==> config.mk <==
export PLATFORM = sky130hd
export DESIGN_NAME = ncl_count_receiver32
export DESIGN_NICKNAME = d
export VERILOG_FILES = /design/src/rtl/ncl_rx_pkg.sv /design/src/rtl/ncl_digit_rx.sv /design/src/rtl/ncl_count_receiver32.sv
export SDC_FILE = /design/constraint.sdc
export NUM_CORES = 1
export LEC_CHECK = 0
export ABC_AREA = 0
export CORE_ASPECT_RATIO = 1.5
export CORE_MARGIN = 1
export CORE_UTILIZATION = 31
export CTS_CLUSTER_SIZE = 8
export DETAILED_ROUTE_END_ITERATION = 8
export GPL_TIMING_DRIVEN = 0
export PLACE_DENSITY_LB_ADDON = 0.15
export SLEW_MARGIN = 10
export SYNTH_ARGS = -nofsm -noshare
export SYNTH_HDL_FRONTEND = slang
export SYNTH_SLANG_ARGS = --single-unit
==> constraint.sdc <==
create_clock -name clk -period 18.6 [get_ports clk]
set_clock_uncertainty 0.1 [all_clocks]
set_input_delay 1.86 -clock clk [delete_from_list [all_inputs] [get_ports clk]]
set_output_delay 1.86 -clock clk [all_outputs]
set_load 0.02 [all_outputs]
==> src/rtl/ncl_rx_pkg.sv <==
// Shared definitions for the NCL count receiver: dual-rail digit codes and the default word width.
package ncl_rx_pkg;

    localparam int DEFAULT_WIDTH = 32;

    // Dual-rail digit encoding, packed as {rail_t, rail_f}
    typedef enum logic [1:0] {
        CODE_NULL    = 2'b00,
        CODE_DATA0   = 2'b01,
        CODE_DATA1   = 2'b10,
        CODE_ILLEGAL = 2'b11
    } digit_code_e;

    function automatic digit_code_e decode_digit(input logic rail_t, input logic rail_f);
        return digit_code_e'({rail_t, rail_f});
    endfunction

endpackage

==> src/rtl/ncl_digit_rx.sv <==
// One dual-rail digit receiver: rail synchronizers, capture register, completion ack
// and a two-cycle illegal-code detector.
module ncl_digit_rx
    import ncl_rx_pkg::*;
#(
    parameter int SYNC_STAGES = 2
)
(
    input  logic clk,
    input  logic rst_n,
    input  logic rail_t,
    input  logic rail_f,
    input  logic clear,
    output logic ack,
    output logic captured,
    output logic value,
    output logic illegal
);

    logic [SYNC_STAGES-1:0] sync_t_q, sync_t_d;
    logic [SYNC_STAGES-1:0] sync_f_q, sync_f_d;
    logic                   ack_q, ack_d;
    logic                   cap_q, cap_d;
    logic                   val_q, val_d;
    logic                   illegal_seen_q, illegal_seen_d;

    digit_code_e code;
    logic        is_data;
    logic        is_null;
    logic        is_illegal;

    // Decisions are made only on the last synchronizer stage of each rail
    assign code       = decode_digit(sync_t_q[SYNC_STAGES-1], sync_f_q[SYNC_STAGES-1]);
    assign is_data    = (code == CODE_DATA0) || (code == CODE_DATA1);
    assign is_null    = (code == CODE_NULL);
    assign is_illegal = (code == CODE_ILLEGAL);

    // Shift each asynchronous rail into its synchronizer chain
    always_comb begin
        sync_t_d = {sync_t_q[SYNC_STAGES-2:0], rail_t};
        sync_f_d = {sync_f_q[SYNC_STAGES-2:0], rail_f};
    end

    // Capture DATA only into an empty, un-acked slot; drop ack once NULL returns; a word
    // transfer empties the slot but leaves the ack alone
    always_comb begin
        ack_d          = ack_q;
        cap_d          = cap_q;
        val_d          = val_q;
        illegal_seen_d = is_illegal;
        if (clear) begin
            cap_d = 1'b0;
        end
        if (is_data && !ack_q && !cap_q) begin
            cap_d = 1'b1;
            ack_d = 1'b1;
            val_d = (code == CODE_DATA1);
        end else if (is_null && ack_q) begin
            ack_d = 1'b0;
        end
    end

    // State register for synchronizers, handshake and capture
    always_ff @(posedge clk or negedge rst_n) begin
        if (!rst_n) begin
            sync_t_q       <= '0;
            sync_f_q       <= '0;
            ack_q          <= 1'b0;
            cap_q          <= 1'b0;
            val_q          <= 1'b0;
            illegal_seen_q <= 1'b0;
        end else begin
            sync_t_q       <= sync_t_d;
            sync_f_q       <= sync_f_d;
            ack_q          <= ack_d;
            cap_q          <= cap_d;
            val_q          <= val_d;
            illegal_seen_q <= illegal_seen_d;
        end
    end

    assign ack      = ack_q;
    assign captured = cap_q;
    assign value    = val_q;
    assign illegal  = is_illegal && illegal_seen_q;

endmodule

==> src/rtl/ncl_count_receiver32.sv <==
// NCL dual-rail count receiver: WIDTH sum digits plus a carry digit are captured
// independently and presented as one single-rail word with sequence and rail checks.
module ncl_count_receiver32
    import ncl_rx_pkg::*;
#(
    parameter int WIDTH       = DEFAULT_WIDTH,
    parameter int SYNC_STAGES = 2
)
(
    input  logic             clk,
    input  logic             init_n,
    input  logic [WIDTH-1:0] sum_t,
    input  logic [WIDTH-1:0] sum_f,
    input  logic             carry_t,
    input  logic             carry_f,
    output logic [WIDTH-1:0] sum_comp,
    output logic             carry_comp,
    output logic             word_valid,
    input  logic             word_ready,
    output logic [WIDTH-1:0] count,
    output logic             wrap,
    output logic             rail_err,
    output logic             seq_err
);

    logic [SYNC_STAGES-1:0] rst_sync_q, rst_sync_d;
    logic                   rst_int_n;

    logic [WIDTH:0] rails_t;
    logic [WIDTH:0] rails_f;
    logic [WIDTH:0] ack_all;
    logic [WIDTH:0] cap_all;
    logic [WIDTH:0] val_all;
    logic [WIDTH:0] illegal_all;
    logic           transfer;

    logic [WIDTH-1:0] prev_q, prev_d;
    logic             prev_valid_q, prev_valid_d;
    logic             seq_err_q, seq_err_d;
    logic             rail_err_q, rail_err_d;
    logic [WIDTH-1:0] next_count;
    logic             next_wrap;

    // Reset asserts immediately but is released only after SYNC_STAGES clean clock edges
    always_comb begin
        rst_sync_d = {rst_sync_q[SYNC_STAGES-2:0], 1'b1};
    end

    // Reset release synchronizer
    always_ff @(posedge clk or negedge init_n) begin
        if (!init_n) begin
            rst_sync_q <= '0;
        end else begin
            rst_sync_q <= rst_sync_d;
        end
    end

    assign rst_int_n = rst_sync_q[SYNC_STAGES-1];

    // Carry digit sits above the sum digits
    assign rails_t = {carry_t, sum_t};
    assign rails_f = {carry_f, sum_f};

    genvar i;
    for (i = 0; i <= WIDTH; i++) begin : g_digit
        ncl_digit_rx #(
            .SYNC_STAGES(SYNC_STAGES)
        ) u_digit (
            .clk     (clk),
            .rst_n   (rst_int_n),
            .rail_t  (rails_t[i]),
            .rail_f  (rails_f[i]),
            .clear   (transfer),
            .ack     (ack_all[i]),
            .captured(cap_all[i]),
            .value   (val_all[i]),
            .illegal (illegal_all[i])
        );
    end

    assign word_valid = &cap_all;
    assign transfer   = word_valid && word_ready;
    assign sum_comp   = ack_all[WIDTH-1:0];
    assign carry_comp = ack_all[WIDTH];
    assign count      = val_all[WIDTH-1:0];
    assign wrap       = val_all[WIDTH];

    // Value the next word must carry if the producer counts correctly
    assign next_count = prev_q + WIDTH'(1);
    assign next_wrap  = &prev_q;

    // Sticky error flags and previous-word tracking, updated on each word transfer
    always_comb begin
        prev_d       = prev_q;
        prev_valid_d = prev_valid_q;
        seq_err_d    = seq_err_q;
        rail_err_d   = rail_err_q;
        if (|illegal_all) begin
            rail_err_d = 1'b1;
        end
        if (transfer) begin
            prev_d       = count;
            prev_valid_d = 1'b1;
            if (prev_valid_q && ({wrap, count} != {next_wrap, next_count})) begin
                seq_err_d = 1'b1;
            end
        end
    end

    // Word-level state register
    always_ff @(posedge clk or negedge rst_int_n) begin
        if (!rst_int_n) begin
            prev_q       <= '0;
            prev_valid_q <= 1'b0;
            seq_err_q    <= 1'b0;
            rail_err_q   <= 1'b0;
        end else begin
            prev_q       <= prev_d;
            prev_valid_q <= prev_valid_d;
            seq_err_q    <= seq_err_d;
            rail_err_q   <= rail_err_d;
        end
    end

    assign rail_err = rail_err_q;
    assign seq_err  = seq_err_q;

endmodule

Word level (Yosys, flattened, before mapping)
Index checks and enable logic that the tools add are counted.
Widths: inputs -> output; s select.
- $add $sub $neg: 1
- multipliers: 0
- div/mod/pow operators: 0
- $lt $le $gt $ge: 0
- eq/ne operators: 100
- shifts and indexed selects: 0
- multiplexer cells: 100
- bitwise gates (word level): 0
- reduce and logical (&&, ||, !) cells: 336
- operators with widths (operator ; count):
    $logic_and 1x1->1 ; 134
    $eq 2x2->1 const B ; 66
    $reduce_bool 2->1 ; 66
    $mux 1 ; 100
    $eq 2x1->1 const B ; 33
    $logic_not 1->1 ; 66
    $logic_not 2->1 ; 33
    $logic_or 1x1->1 ; 33
    $ne 33x33->1 ; 1
    $reduce_and 33->1 ; 1
    $reduce_or 33->1 ; 1
    $add 32x1->32 const B ; 1
    $reduce_and 32->1 ; 1
    $reduce_and 2->1 ; 1
- register bits: 301
- latch bits: 0
- RAM bits: 0
- ROM bits: 0
- input port bits: 69
- output and inout port bits: 69
- logic and storage cells: 740
- memories: 0

Longest topological paths before layout
Gate-level depths: netlist (run 1).
- depth after elaboration: 5
- mapped depth: 9
- gate-level depth less buffers: 8

By module
Synthesis (run 1) repeated with hierarchy kept, for this count alone.
- cell total of the unflattened synthesis: 995
- area, all modules: 12359.4 um^2
- modules (own cells, without submodules) (module ; instances ; cells each ; area an instance (um^2)):
    ncl_digit_rx ; 33 ; 20 ; 292.8
    ncl_count_receiver32 ; 1 ; 335 ; 2697.6

Least setup slack after synthesis (run 1)
OpenSTA, ideal clock, no wires.
- kind: register to output
- start: reg g_digit[0].u_digit.cap_q
- end: out word_valid
- data arrival time: 1.202 ns
- path slack: 15.438 ns
- stages on the path, launching flop included: 5
- path buffers: 0
- cell sequence: dfrtp_1 > nand4_1 > nor4_1 > nand3_1 > nor2_1
- longest elaborated chain between the ends: 1
- ends and longest elaborated chain (element ; RTL line ; RTL):
    start, declared ; ncl_digit_rx.sv:23 ; logic cap_q, cap_d;
    start signal, assigned ; ncl_digit_rx.sv:76 ; cap_q <= cap_d;
    $reduce_and 33->1 ; ncl_count_receiver32.sv:81 ; assign word_valid = &cap_all;
    end, declared ; ncl_count_receiver32.sv:18 ; output logic word_valid,
No other way between the ends.

Worst setup path in the final report (run 1)
Same ends and word-level chain as after synthesis.

==> results.txt, run 1 <==
----------------------------------------------------
[Clock network]
  TritonCTS clock tree ... yes
  Clock Sinks ... 301
  Clock Latency Late Sink ... 0.54 ns
  Root buffer cell ... sky130_fd_sc_hd__clkbuf_16
  Total CTS buffers ... 43
  Level count of the clock H-tree ... 2
  Buffer levels on the longest clock path ... 3
  Number of instances resized during post-cts repair ... 0
  CTS Hold Buffers Added ... 0
  Number of post-CTS setup repair buffers ... 0
  Clock edge transition at the registers on the reported setup and hold paths ... roughly 0.050 ns

[STA]
  FMAX ... 205 MHz
  Worst relative slew slack ... 0.356
  Number of max-slew violations in the final report ... 0
  Setup repair after global routing missed its margin ... no
  Total negative slack ... 0 ns
  Final count of hold timing violations ... 0
  Count of endpoints failing setup in the final report ... 0
  Final clock period utilization by the worst path ... 0.262
  Tmin final ... 4.88 ns
  Transition time at the pin with the least slew margin ... 0.966 ns

[Worst setup path]
  Slowest library cell on the worst path ... sky130_fd_sc_hd__nor4_1
  Max Fanout on Critical Path ... 3
  Arrival time at the worst endpoint ... approximately 3 ns
  Kind of end point of the critical path ... output pin
  Setup Crit Path Kind ... flip-flop to output pin
  Startpoint type of the worst setup path ... flip-flop
  Worst reg-to-reg setup slack ... ~15 ns
  Cell breakdown of the critical path ... nand4_1 > nor4_1 > nand3_1 > nor2_1 > clkdlybuf4s50_1
  Longest individual stage delay on the worst path ... 0.74 ns
  Required time of the critical path ... roughly 17 ns

[Min path]
  Path class of the lowest-slack min-delay path ... flip-flop to async pin

[Power]
  IR drop worst, VDD ... 0.0811 mV
  Power share of the sequential group ... 0.409
  Cell internal pwr ... 1.63 mW
  Sw Pwr ... between 700 and 800 uW
  Leak ... between 7 and 8 nW
  Switching part of the total ... 0.319
  Combinational cell fraction of total power ... 0.302
  Clock power frac ... 0.289
  Overall power ... 2.39 mW
  Pwr dens ... 149 mW/mm^2

[Die]
  Die Area ... 0.0418 sq mm
  DIE HEIGHT ... 250 um
  Row count ... 90
  Overall die width ... between 150 and 200 um
  Initial Utilization ... 0.315
  Io pins ... 138
  Placeable Area ... 0.0403 sq mm

[Drt]
  Routed Wire Length ... between 20,000 and 30,000 um
  DRC viols ... 0
  Number of design-rule violations left by the first detailed-router iteration ... about 260
  First-pass iteration count of the detailed router ... 6
  Number of vias per cell after detailed routing ... 4.49
  Drt wl/cell ... 17.0 um
  Vias post-DR ... 7,473
  Number of antenna-violating nets in the routed design ... 0

[GRT]
  Total global routing track utilization ... 0.140
  Antenna violations before repair ... 0
  Maximum number of pins on one net before global-route repair ... 62
  Total congestion overflow ... 0
  Via count of the first global-routing pass ... 7,866
  Wire length of the first global-routing pass ... 44,600 um

[Layout]
  Ratio of cells with drive above 1 in the final layout ... 0.171
  Layout overhead on the synthesized area ... 25.9%
  Final Core Density ... 0.397
  Diode insertion count for antenna repair ... 0
  Number of nets in the finished design ... 1,322
  Fillers ... between 3,000 and 4,000

[Yosys]
  Share of synthesized area occupied by flip-flops and latches ... 0.593
  Synthesized Nets ... 1,135
  Mean instance size in the synthesized netlist ... around 13 sq um
  Seq cells post-synth ... 301
  Number of instances in the synthesized netlist ... slightly below 1,000
  Synthesis Warnings ... 0
  Count of unique library cells instantiated by Yosys ... 60
  Cell area after technology mapping ... 0.0127 sq mm
  Proportion of register bits with asynchronous set or reset after synthesis ... 1.00
  Most common flop cell mapped by yosys ... sky130_fd_sc_hd__dfrtp_1
  Number of enable-type register cells in the synthesized netlist ... 0

[Place]
  Half-perimeter wire length after detailed placement ... 20,800 um
  Routability-driven placement congestion ratio ... between 0.8 and 0.9
  Count of buffers from port buffering ... ~140

[Status]
  Run status ... complete, no violations

[Job]
  Number of max-capacitance violations reported ... 0

----------------------------------------------------
## metal layers
metal | vias up | wire length (um) | global-route usage
met5 | - | 0 | 0
met1 | 3706 | 11100 | 0.159
met4 | 0 | 626 | 0.0485
li1 | 3595 | - | -
met2 | 136 | 15300 | 0.258
met3 | 36 | 1150 | 0.0266
## cell type report
cell class,count,area (sq um),share of cell area
flip-flops and latches,301,7540,0.471
multi-input cells,482,4240,0.265
repair buffers,142,1500,0.0939
clock buffers,47,1120,0.0702
well taps,506,633,0.0396
plain buffers,79,541,0.0338
inverters,104,390,0.0244
clock inverters,2,25.0,0.00156
## cells in the mapped netlist, drive strengths merged (2+ instances only)
library cell	number	area share
dfrtp	301	0.59
inv	104	0.031
ha	100	0.098
a21o	68	0.040
buf	68	0.039
mux2	67	0.059
nor3b	35	0.021
xor2	19	0.013
nand4	17	0.0096
nand2	16	0.0047
nand3	16	0.0073
xnor2	16	0.011
nor3	12	0.0047
clkbuf	11	0.0034
o21ai	11	0.0043
nor2	10	0.0030
a22oi	9	0.0053
nor4	9	0.0056
a21oi	6	0.0024
a31oi	6	0.0030
nor2b	6	0.0030
o41ai	5	0.0040
a221oi	4	0.0028
a22o	4	0.0028
and3	4	0.0020
o21a	4	0.0024
a2111o	3	0.0027
nand3b	3	0.0018
o31ai	3	0.0018
or2	3	0.0015
or3	3	0.0015
nand2b	2	0.00098
o2111ai	2	0.0014
or4	2	0.0016
or4b	2	0.0016
## worst max-delay path, delay by kind of cell (launching register included)
kind,cells,cell delay (ns)
flip-flops,1,0.38
AND/OR/NAND/NOR,4,1.32
buffers and inverters,1,0.69
## logic make-up after synthesis
kind of cell / Yosys count / share of synthesized area
DFF: 301 / 0.593
buffers and inverters: 183 / 0.0733
muxes: 68 / 0.0602
AOI/OAI and AO/OA: 134 / 0.0788
xor gates and xnor gates: 35 / 0.0241
and+or+nand+nor: 144 / 0.0721
other: 1 / 0.000295
adders and majority gates: 100 / 0.0985
## state kept, by name, indices dropped and copies added (netlist names)
register / flops
g_digit.u_digit.sync_f_q: 66
g_digit.u_digit.sync_t_q: 66
g_digit.u_digit.ack: 33
g_digit.u_digit.captured: 33
g_digit.u_digit.illegal_seen_q: 33
g_digit.u_digit.value: 33
prev_q: 32
rst_sync_q: 2
prev_valid_q: 1
rail_err: 1
seq_err: 1
## power groups by stage
| stage | combinational, mW | clock [mW] | sequential (mW) |
|---|---|---|---|
| after global routing | 0.785 | 0.745 | 1.00 |
| after global placement | 0.713 | 0 | 1.00 |
| after floorplan | 0.481 | 0 | 0.927 |
| after CTS | 0.738 | 0.721 | 0.984 |
| final | 0.721 | 0.691 | 0.976 |
| after detailed placement | 0.733 | 0 | 0.994 |
## through the flow
| step | std cells | area (sq um) | hold slack (ns) | worst slack [ns] |
|---|---|---|---|---|
| finish | 1663 | 16000 | 0.192 | 13.72 |
| global route | 1663 | 16000 | 0.242 | 13.59 |
| CTS | 1663 | 16000 | 0.219 | 13.70 |
| detailed placement | 1614 | 14800 | 0.214 | 14.30 |
| global placement | 1609 | 14700 | 0.232 | 5.79 |
| floorplan | 966 | 12700 | 0.231 | 9.49 |
## placed cells by master (no fill, tap or decap), types with 19 or more instances in the layout
cell                              count
sky130_fd_sc_hd__a21o_1              68
sky130_fd_sc_hd__buf_4               64
sky130_fd_sc_hd__clkbuf_16           44
sky130_fd_sc_hd__clkdlybuf4s50_1    137
sky130_fd_sc_hd__dfrtp_1            300
sky130_fd_sc_hd__ha_1               100
sky130_fd_sc_hd__inv_1              104
sky130_fd_sc_hd__mux2_2              67
sky130_fd_sc_hd__nor3b_1             35
sky130_fd_sc_hd__xor2_1              19
## final timing paths
kind,start,to,depth (start not counted)
worst max-delay path,g_digit[0].u_digit.captured,word_valid,5
worst min-delay path,rst_sync_q[1],g_digit[7].u_digit.sync_t_q[0],0
worst max register to register,prev_q[2],seq_err,8
worst min register to register,rst_sync_q[1],g_digit[7].u_digit.sync_t_q[0],0
max in group asynchronous,init_n,rst_sync_q[1],1
min in group clk,g_digit[1].u_digit.sync_f_q[0],g_digit[1].u_digit.sync_f_q[1],0
No activity file was read; power rests on OpenSTA's default activity.
==> inputs of run 2 (changes only) <==
- clock period: 18.6 -> 4 ns (I/O delays scaled with it)
==> run 2 against run 1 <==
Effect of this change:
- register-to-register slack worse by 15 ns
- global-route usage is 0.11 points higher
- via count rose by 0.71%
- power grew to 4.6 times the previous value
- setup slack got worse by 13 ns
- critical endpoint is now seq_err
- largest power group unchanged
==> results.txt, run 2 (synthesis gave the netlist of run 1 again) <==
----------------------------------------------------
[STA]
  Worst setup margin ... 0.660 ns
  Tmin final ... 3.34 ns
  Number of max-slew violations in the final report ... 0
  Final clock period utilization by the worst path ... 0.835
  Transition time at the pin with the least slew margin ... 0.993 ns
  Count of endpoints failing setup in the final report ... 0
  Setup repair after global routing missed its margin ... no
  Final count of hold timing violations ... 0
  Worst slack on hold paths ... approximately 0.20 ns
  Worst relative slew slack ... 0.338
  FMAX ... 299 MHz

[Status]
  Run status ... complete, no violations

[Drt]
  Number of antenna-violating nets in the routed design ... 0
  Number of design-rule violations left by the first detailed-router iteration ... 290
  DRC viols ... 0
  Vias post-DR ... 7,526
  Drt wl/cell ... 17.0 um
  Number of vias per cell after detailed routing ... 4.53
  Routed Wire Length ... 28,300 um
  First-pass iteration count of the detailed router ... 4

[GRT]
  Total global routing track utilization ... 0.141
  Wire length of the first global-routing pass ... 44,900 um
  Maximum number of pins on one net before global-route repair ... 64
  Via count of the first global-routing pass ... 7,954
  Total congestion overflow ... 0
  Antenna violations before repair ... 0

[Clock network]
  Total CTS buffers ... 43
  Root buffer cell ... sky130_fd_sc_hd__clkbuf_16
  Clock Latency Late Sink ... 0.53 ns
  Clock edge transition at the registers on the reported setup and hold paths ... 0.05 ns
  Level count of the clock H-tree ... 2
  Clock Sinks ... 301
  Buffer levels on the longest clock path ... 3
  Number of post-CTS setup repair buffers ... 0
  TritonCTS clock tree ... yes
  CTS Hold Buffers Added ... 1
  Number of instances resized during post-cts repair ... 0

[Layout]
  Diode insertion count for antenna repair ... 0
  Non-filler instance count after layout ... approximately 1,700
  Register area ... 0.00754 sq mm
  Ratio of cells with drive above 1 in the final layout ... 0.169
  Fillers ... between 3,000 and 4,000
  Most used cells in the layout excluding fill and tap cells ... sky130_fd_sc_hd__dfrtp_1, sky130_fd_sc_hd__clkdlybuf4s50_1, sky130_fd_sc_hd__inv_1
  Most common cell after layout, fill and taps aside ... sky130_fd_sc_hd__dfrtp_1
  Layout overhead on the synthesized area ... 25.6%
  Post-route cell area ... 0.0160 sq mm
  Total area of multi-input combinational cells ... 0.00424 sq mm
  Registers with the most flip-flops ... g_digit.u_digit.sync_f_q x66, g_digit.u_digit.sync_t_q x66
  Number of nets in the finished design ... ~1,300

[Place]
  Post-Place Worst Slack ... 0.644 ns
  Post-Place Cells ... 1,614
  Placed cell areas ... around 0.015 sq mm
  Count of buffers from port buffering ... between 100 and 150
  Routability-driven placement congestion ratio ... 0.819
  Half-perimeter wire length after detailed placement ... slightly above 20,000 um

[Power]
  IR drop worst, VDD ... 0.450 mV
  Overall power ... about 11 mW
  Leak ... 7.67 nW
  Pwr dens ... slightly below 700 mW/mm^2

[Die]
  Die Area ... between 0.04 and 0.05 sq mm
  Overall die width ... roughly 170 um
  DIE HEIGHT ... 250 um
  Placeable Area ... 0.0403 sq mm
  Initial Utilization ... 0.315
  Io pins ... approximately 140
  Row count ... 90

[Worst setup path]
  Startpoint type of the worst setup path ... flip-flop
  Crit path launch ... prev_q[21]
  Setup Crit Path Kind ... flip-flop to flip-flop
  Worst reg-to-reg setup slack ... 0.66 ns
  Max Fanout on Critical Path ... 7
  Worst flop-to-flop path endpoint ... seq_err
  Arrival time at the worst endpoint ... 3.63 ns
  Last element of the critical path ... seq_err
  R2r startpoint ... prev_q[21]
  Register-to-Register Path Depth ... 8
  Required time of the critical path ... around 4.3 ns
  Kind of end point of the critical path ... flip-flop

[Min path]
  Path class of the lowest-slack min-delay path ... flip-flop to async pin

[Job]
  Number of max-capacitance violations reported ... 0

----------------------------------------------------
[run 2: cell count changes in the layout (fill, tap and decap cells not counted), sizes merged]
| cell | change |
|---|---|
| clkinv | -1 |
| dlygate4sd3 | +1 |
[run 2: worst min-delay path by stage]
stage / cells past startpoint / start / slack [ns] / endpoint
after global placement: 0 / g_digit[30].u_digit.sync_f_q[0] / 0.23 / g_digit[30].u_digit.sync_f_q[1]
final: 0 / rst_sync_q[1] / 0.20 / g_digit[7].u_digit.sync_f_q[0]
after detailed placement: 0 / rst_sync_q[1] / 0.21 / g_digit[7].u_digit.sync_f_q[0]
after global routing: 1 / sum_f[2] / 0.19 / g_digit[2].u_digit.sync_f_q[0]
after floorplan: 0 / init_n / 0.004 / rst_sync_q[0]
after CTS: 1 / sum_t[2] / 0.18 / g_digit[2].u_digit.sync_t_q[0]
[run 2: report_power, final]
group / switching, mW / internal [mW] / total, mW
Sequential: 0.809 / 3.73 / 4.54
Combinational: 1.48 / 1.88 / 3.36
Clock: 1.23 / 1.89 / 3.12
[run 2: final cells by class]
| type | instances | area share |
|---|---|---|
| plain buffers | 79 | 0.0339 |
| clock buffers | 47 | 0.0684 |
| repair buffers | 143 | 0.0947 |
| multi-input cells | 482 | 0.266 |
| flip-flops and latches | 301 | 0.472 |
| clock inverters | 1 | 0.000549 |
| well taps | 506 | 0.0397 |
| inverters | 104 | 0.0245 |
[run 2: layer usage]
metal	GRT usage	vias up	share of wire
met5	0	-	0
met3	0.0258	51	0.034
met1	0.162	3774	0.41
met4	0.0585	0	0.031
met2	0.254	126	0.53
li1	-	3575	-
[run 2: critical path, cell delays in order (launching register included)]
cell	delay, ns
sky130_fd_sc_hd__dfrtp_1	0.32
sky130_fd_sc_hd__clkbuf_1	0.27
sky130_fd_sc_hd__nand4_1	0.28
sky130_fd_sc_hd__o41ai_1	0.53
sky130_fd_sc_hd__o2111ai_1	0.20
sky130_fd_sc_hd__nor4b_1	0.43
sky130_fd_sc_hd__or4b_1	0.47
sky130_fd_sc_hd__nor4_1	0.47
sky130_fd_sc_hd__a21oi_1	0.13
[run 2: through the flow]
stage	TNS, ns	utilization
finish	0	0.396
global route	0	0.396
CTS	0	0.396
detailed placement	0	0.368
global placement	-93.90	0.365
floorplan	0	-
